**config.mk**
```make
export PLATFORM = sky130hd
export DESIGN_NAME = ring_shift_sequencer_flat
export DESIGN_NICKNAME = d
export VERILOG_FILES = /design/src/rtl/ring_shift_sequencer_if.sv /design/src/rtl/ring_shift_sequencer.sv /design/src/flat_wrapper.sv
export SDC_FILE = /design/constraint.sdc
export NUM_CORES = 1
export LEC_CHECK = 0
export ABC_AREA = 1
export ABC_CLOCK_PERIOD_IN_PS = 1550
export CORE_MARGIN = 4
export CORE_UTILIZATION = 45
export CTS_BUF_LIST = sky130_fd_sc_hd__clkbuf_16
export DETAILED_ROUTE_END_ITERATION = 10
export GPL_TIMING_DRIVEN = 0
export HOLD_SLACK_MARGIN = 0.08
export PLACE_DENSITY = 0.73
export SLEW_MARGIN = 25
export SYNTH_ARGS = -nofsm -noshare
export SYNTH_HDL_FRONTEND = slang
export SYNTH_SLANG_ARGS = --single-unit
```
**constraint.sdc**
```tcl
create_clock -name clk -period 1.55 [get_ports clk]
set_input_delay 0.465 -clock clk [delete_from_list [all_inputs] [get_ports clk]]
set_output_delay 0.465 -clock clk [all_outputs]
set_load 0.05 [all_outputs]
```
**src/rtl/ring_shift_sequencer_if.sv**
```systemverilog
// ----------------------------------------------------------------------------
// ring_shift_sequencer_if
// Groups the command and pattern handshakes of ring_shift_sequencer.
//   in_valid / in_ready / in_data     : command word in (seed, step count, dir)
//   out_valid / out_ready / out_pattern : rotated ring pattern out
//   busy / done                       : command progress status
// The master modport is the side that issues commands and consumes
// patterns; the slave modport is the sequencer itself.
// ----------------------------------------------------------------------------
interface ring_shift_sequencer_if;
  logic       in_valid;
  logic       in_ready;
  logic [7:0] in_data;
  logic       out_valid;
  logic       out_ready;
  logic [3:0] out_pattern;
  logic       busy;
  logic       done;

  modport master (
    output in_valid, in_data, out_ready,
    input  in_ready, out_valid, out_pattern, busy, done
  );

  modport slave (
    input  in_valid, in_data, out_ready,
    output in_ready, out_valid, out_pattern, busy, done
  );
endinterface

```
**src/rtl/ring_shift_sequencer.sv**
```systemverilog
// ----------------------------------------------------------------------------
// ring_shift_sequencer
// Accepts a command word (seed, step count N, direction) and emits N+1
// 4-bit ring patterns: the seed followed by N single-bit rotations, each
// beat handed over with a valid/ready handshake.  A one-cycle done pulse
// follows the last beat taken.
// Ports:
//   clk      : single clock, rising edge
//   reset_n  : asynchronous active-low reset
//   clear    : synchronous abort back to IDLE (no done pulse)
//   bus      : slave side of ring_shift_sequencer_if
// Parameter:
//   RESET_PATTERN : pattern held after reset and after clear
// ----------------------------------------------------------------------------
module ring_shift_sequencer #(
  parameter logic [3:0] RESET_PATTERN = 4'b0001
) (
  input  logic                   clk,
  input  logic                   reset_n,
  input  logic                   clear,
  ring_shift_sequencer_if.slave  bus
);

  typedef enum logic [1:0] {
    IDLE = 2'd0,
    EMIT = 2'd1,
    DONE = 2'd2
  } state_t;

  state_t     r_state;
  state_t     w_nextState;
  logic [3:0] r_pattern;
  logic [2:0] r_remaining;
  logic       r_dir;
  logic       r_done;
  logic       r_armed;

  logic       w_inReady;
  logic       w_outValid;
  logic       w_accept;
  logic       w_advance;
  logic [3:0] w_rotated;

  // r_armed samples reset_n so that in_ready only rises on the first clock
  // edge after reset is released, rather than the moment reset_n goes high.
  // It needs no reset of its own: while reset_n is low it is masked below.
  always_ff @(posedge clk) begin
    r_armed <= reset_n;
  end

  // dir=1 rotates left (MSB wraps to LSB), dir=0 rotates right.
  assign w_rotated = r_dir ? {r_pattern[2:0], r_pattern[3]}
                           : {r_pattern[0], r_pattern[3:1]};

  // State register.
  always_ff @(posedge clk or negedge reset_n) begin
    if (!reset_n) begin
      r_state <= IDLE;
    end else begin
      r_state <= w_nextState;
    end
  end

  // Next-state and handshake decode.  clear overrides both accepting a new
  // command and advancing the current one, so it is applied last.
  always_comb begin
    w_nextState = r_state;
    w_inReady   = 1'b0;
    w_outValid  = 1'b0;
    w_accept    = 1'b0;
    w_advance   = 1'b0;

    case (r_state)
      IDLE: begin
        w_inReady = reset_n && r_armed && !clear;
        if (bus.in_valid && w_inReady) begin
          w_accept    = 1'b1;
          w_nextState = EMIT;
        end
      end
      EMIT: begin
        w_outValid = 1'b1;
        if (bus.out_ready) begin
          if (r_remaining != 3'd0) begin
            w_advance = 1'b1;
          end else begin
            w_nextState = DONE;
          end
        end
      end
      DONE: begin
        w_nextState = IDLE;
      end
      default: begin
        w_nextState = IDLE;
      end
    endcase

    if (clear) begin
      w_nextState = IDLE;
      w_accept    = 1'b0;
      w_advance   = 1'b0;
    end
  end

  // Pattern datapath.  The pattern only moves on a taken beat, so it stays
  // stable while the consumer stalls, and it holds its last value in DONE.
  always_ff @(posedge clk or negedge reset_n) begin
    if (!reset_n) begin
      r_pattern   <= RESET_PATTERN;
      r_remaining <= 3'd0;
      r_dir       <= 1'b0;
      r_done      <= 1'b0;
    end else begin
      r_done <= (w_nextState == DONE);
      if (clear) begin
        r_pattern   <= RESET_PATTERN;
        r_remaining <= 3'd0;
      end else if (w_accept) begin
        r_pattern   <= bus.in_data[3:0];
        r_remaining <= bus.in_data[6:4];
        r_dir       <= bus.in_data[7];
      end else if (w_advance) begin
        r_pattern   <= w_rotated;
        r_remaining <= r_remaining - 3'd1;
      end
    end
  end

  assign bus.in_ready    = w_inReady;
  assign bus.out_valid   = w_outValid;
  assign bus.out_pattern = r_pattern;
  assign bus.busy        = (r_state != IDLE);
  assign bus.done        = r_done;

endmodule

```
**src/flat_wrapper.sv**
```systemverilog
// flat-port wrapper written by rule: the top's interface ports become plain ports
module ring_shift_sequencer_flat 
#(
  parameter logic [3:0] RESET_PATTERN = 4'b0001
)
  (clk, reset_n, clear, bus_in_valid, bus_in_data, bus_out_ready, bus_in_ready, bus_out_valid, bus_out_pattern, bus_busy, bus_done);
  ring_shift_sequencer_if bus_i ();
  input  logic clk;
  input  logic reset_n;
  input  logic clear;
  input wire logic [$bits(bus_i.in_valid)-1:0] bus_in_valid;
  input wire logic [$bits(bus_i.in_data)-1:0] bus_in_data;
  input wire logic [$bits(bus_i.out_ready)-1:0] bus_out_ready;
  output wire logic [$bits(bus_i.in_ready)-1:0] bus_in_ready;
  output wire logic [$bits(bus_i.out_valid)-1:0] bus_out_valid;
  output wire logic [$bits(bus_i.out_pattern)-1:0] bus_out_pattern;
  output wire logic [$bits(bus_i.busy)-1:0] bus_busy;
  output wire logic [$bits(bus_i.done)-1:0] bus_done;
  assign bus_i.in_valid = bus_in_valid;
  assign bus_i.in_data = bus_in_data;
  assign bus_i.out_ready = bus_out_ready;
  assign bus_in_ready = bus_i.in_ready;
  assign bus_out_valid = bus_i.out_valid;
  assign bus_out_pattern = bus_i.out_pattern;
  assign bus_busy = bus_i.busy;
  assign bus_done = bus_i.done;
  ring_shift_sequencer #(.RESET_PATTERN(RESET_PATTERN)) u_core (.clk(clk), .reset_n(reset_n), .clear(clear), .bus(bus_i));
endmodule
```
Word level (Yosys, flattened, before mapping)
Cells that the tools add are included.
W data, S select, Z words.
{ "classes": {"n_addsub": 1, "eq_ne": 2, "muxes": 21, "bitwise_logic": 1, "n_reduce_logical": 9} }
{ "ops": {"columns": ["operator", "n"], "rows": [
  ["$mux W4", 4],
  ["$mux W1", 9],
  ["$mux W3", 3],
  ["$mux W2", 4],
  ["$reduce_bool A3 Y1", 2],
  ["$pmux W2 S2", 1],
  ["$logic_and A1 B1 Y1", 3],
  ["$sub A3 B1 Y3 const B", 1],
  ["$eq A2 B1 Y1 const B", 1],
  ["$eq A2 B2 Y1 const B", 1],
  ["$logic_not A2 Y1", 1],
  ["$reduce_and A2 Y1", 1],
  ["$reduce_bool A2 Y1", 1],
  ["$logic_not A1 Y1", 1],
  ["$not A1 Y1", 1]
]} }
{ "totals": {"regBits": 12, "in_bits": 13, "output_inout_bits": 8, "wordCells": 40} }

Longest topological paths before layout
{ "logic_depth": {"ltp_word": 8, "ltp_mapped": 10} }

Least setup slack after synthesis
Ideal clock, no wire load.
{ "synth_path": {"path_type": "reg2out", "startpoint": "reg u_core.r_state[0]", "endpoint": "out bus_in_ready", "arrival_time_ps": 1972, "path_slack_ps": -887, "path_stages_with_launch": 4, "path_buffers": 0, "path_cell_list": "dfrtp_1 -> nor2_4 -> inv_1 -> nor3_1"} }
{ "synth_via": {"elab_chain_cells": 2} }
{ "synth_rtl": {"columns": ["element", "line_no", "text"], "rows": [
  ["start, declared", "ring_shift_sequencer.sv:30", "state_t r_state;"],
  ["start signal, assigned", "ring_shift_sequencer.sv:60", "r_state <= w_nextState;"],
  ["$logic_not A2 Y1", "ring_shift_sequencer.sv:73", "case (r_state)"],
  ["$mux W1", "ring_shift_sequencer.sv:73", null],
  ["end, declared", "flat_wrapper.sv:14", "output wire logic [$bits(bus_i.in_ready)-1:0] bus_in_ready;"]
]} }
Every way passes these cells.

Worst setup path in the final report
Ends and elaborated chain as after synthesis.

==> qor.csv <==
metric,value,unit
status,finished with violations,
failing checks,negative setup slack,
Vias per Instance,5.03,
Critical Path Source Type,flip-flop,
top cell type by total area after synthesis,dfrtp_1,
Peak VDD IR,0.000743,V
GRT Total Usage,0.165,
H-tree levels,1,
reg2reg setup slack,0.10,ns
max_cap viols,0,
CP Capture Type,output pin,
first-pass GRT wire length,3.01,mm
n_diodes,0,
sequential fraction of the synthesis area,0.404,
die footprint,2340,sq um
Final Hold Viols,0,
WL final,1.73,mm
drt pass-1 iters,4,
TNS Setup,-0.0362,ns
setup violators final,1,
ANT nets after route,0,
ys async rst share,0.917,
Setup WS post-layout,-0.0362,ns
routed wire length per instance,11.9,um
Ys Warns,0,
share of the synthesized area in the top cell type,0.341,
Tot Pwr,1.01,mW
Fmax achieved,630,MHz
hpwl dp,1.21,mm
worst-path fanout max,3,
FF/Latch Area,297,sq um
Post-synth top flop,dfrtp_1,
Power Density,917,nW/um^2
CTS root buf,clkbuf_16,
initial core utilization,0.481,
final period utilization,1.02,
minimum clock period,1.59,ns
R2R Path End,u_core.bus.out_pattern[1]$_DFFE_PN0P_,
"Net Count, Synth",115,
synthesized cell area,733,sq um
HP Class,input port to asynchronous set/reset pin,
Lkg Pwr,0.538,nW
Clock Latency Late Sink,0.24,ns
Clock Skew,0.00419,ns
PortBufs,19,
"Distinct cells, synth",20,
Slew headroom,0.682,
number of enable flip-flop cells after synthesis,0,
Syn Area/Cell,7.33,sq um
largest net degree at the start of global routing,11,
Filler Cell Count,130,
WP data required,1.08,ns
Util after Layout,0.725,
DIE WIDTH,48.4,um
Core Box Area,1520,sq um
share of cells above drive strength 1,0.279,
Worst R2R Path Depth,10,
top-count cell post-synth,nand2_1,
I/O pins,21,
# rows,14,
initial antenna violation count,0,
# DRC,0,
Mapped Cells,100,
total gr overflow,0,
r2r startpoint,u_core.r_remaining[0]$_DFFE_PN0P_,
DRT iter0 DRCs,15,
CP arrival,1.12,ns
Die Y,48.4,um
Final Wtd Congestion,0.791,
WS Path Type,flip-flop to output pin,
"CTS clk-pin slew, worst paths",0.04,ns
CTS tree,yes,
Syn-to-layout area delta,50.7,%
worst slew pin tran,0.475,ns
clock buffer depth,2,
clk sinks,12,
vias in the first global route,691,
"top cells by area, synth","dfrtp_1 (34%), nand2_1 (18%), inv_1 (7.7%), nand3_1 (6.1%), nand4_1 (5.1%)",
number of synthesized register bits,12,
RSZ-0062 raised after global routing,yes,
area of the multi-input gates,409,sq um
synth cell count leaders,"nand2_1 (36), inv_1 (15), dfrtp_1 (10)",
Vias,730,
total CTS buffers,3,
pins over their slew limit,0,
Layout Nets,145,
==> worst max-delay path, cell delays in order, from the launching register on <==
cell     delay (ns)
dfrtp_1        0.41
nor2_4         0.13
inv_2          0.05
nor3_4         0.11
buf_6          0.18
==> where the power goes <==
| part | switching [mW] | total (mW) | internal, mW | leakage [nW] |
|---|---|---|---|---|
| Clock | 0.128 | 0.467 | 0.339 | 0.0423 |
| Sequential | 0.00933 | 0.341 | 0.331 | 0.156 |
| Combinational | 0.124 | 0.205 | 0.0806 | 0.339 |
==> sequential cells by signal (all words and copies together), names as in the netlist <==
signal and flops:
u_core.bus.done 1, u_core.r_state 2, u_core.bus.out_pattern 4, u_core.r_armed 1, u_core.r_dir 1, u_core.r_remaining 3
==> through the flow <==
step | worst slack, ns | hold slack [ns] | area [sq um] | instances
after floorplan | -0.271 | 0.169 | 747 | 100
after global placement | -1.52 | 0.492 | 957 | 135
after detailed placement | -1.53 | 0.497 | 957 | 135
after CTS | -0.0703 | 0.176 | 1060 | 142
after global routing | -0.0918 | 0.176 | 1100 | 145
final | -0.0362 | 0.175 | 1100 | 145
==> cell families (layout without fill, tap and decap cells) <==
kind of cell | Yosys count | after routing | share of synthesized area
AO/OA/AOI/OAI | 6 | 6 | 0.0563
adder cells (fa/ha/maj) | 2 | 2 | 0.0341
buffers and inverters | 18 | 47 | 0.104
flip-flops | 12 | 12 | 0.404
AND/OR/NAND/NOR | 62 | 62 | 0.401
==> worst max path at each step <==
stage                           startpoint           end  slack [ns]
5_1_grt        u_core.r_state[0]$_DFF_PN0_  bus_in_ready       -0.09
6_report       u_core.r_state[0]$_DFF_PN0_  bus_in_ready       -0.04
4_1_cts                              clear  bus_in_ready       -0.07
2_1_floorplan  u_core.r_state[0]$_DFF_PN0_  bus_in_ready       -0.27
3_3_place_gp                       reset_n  bus_in_ready       -1.52
3_5_place_dp                       reset_n  bus_in_ready       -1.53
==> routing by layer <==
| layer | vias up | wire (um) | part of all wire | global-route usage |
|---|---|---|---|---|
| li1 | 377 | - | - | - |
| met1 | 328 | 754 | 0.44 | 0.206 |
| met2 | 20 | 826 | 0.48 | 0.257 |
| met3 | 5 | 109 | 0.063 | 0.0460 |
| met4 | 0 | 36 | 0.021 | 0.0829 |
| met5 | - | 0 | 0 | 0 |
==> placed cells by master (no fill, tap or decap), drive strengths merged <==
master / netlist / routed
dfstp: 1 / 1
ha: 2 / 2
nand2: 36 / 36
a21oi: 2 / 2
clkbuf: 2 / 5
inv: 15 / 16
clkdlybuf4s15: 0 / 4
nand3: 10 / 10
buf: 1 / 12
nor3: 3 / 3
or2: 1 / 1
dfxtp: 1 / 1
dfrtp: 10 / 10
dlygate4sd3: 0 / 1
nor2: 6 / 6
clkdlybuf4s50: 0 / 9
o21ai: 4 / 4
nand4: 6 / 6
==> cell type report <==
cell class / instances / area share
Clock buffer: 3 / 0.0680
Clock inverter: 1 / 0.00340
Sequential cell: 12 / 0.268
Buffer: 3 / 0.0181
Tap cell: 16 / 0.0181
Multi-Input combinational cell: 70 / 0.370
Timing Repair Buffer: 25 / 0.203
Inverter: 15 / 0.0510
==> repair_timing <==
action,4_1_cts,5_1_grt
pin swaps,3,6
hold buffers,1,0
hold endpoints to repair,10,0
buffers inserted,2,3
endpoints found under the setup margin,17,10
gates resized for setup,48,11
(Power assumes the default switching activity.)
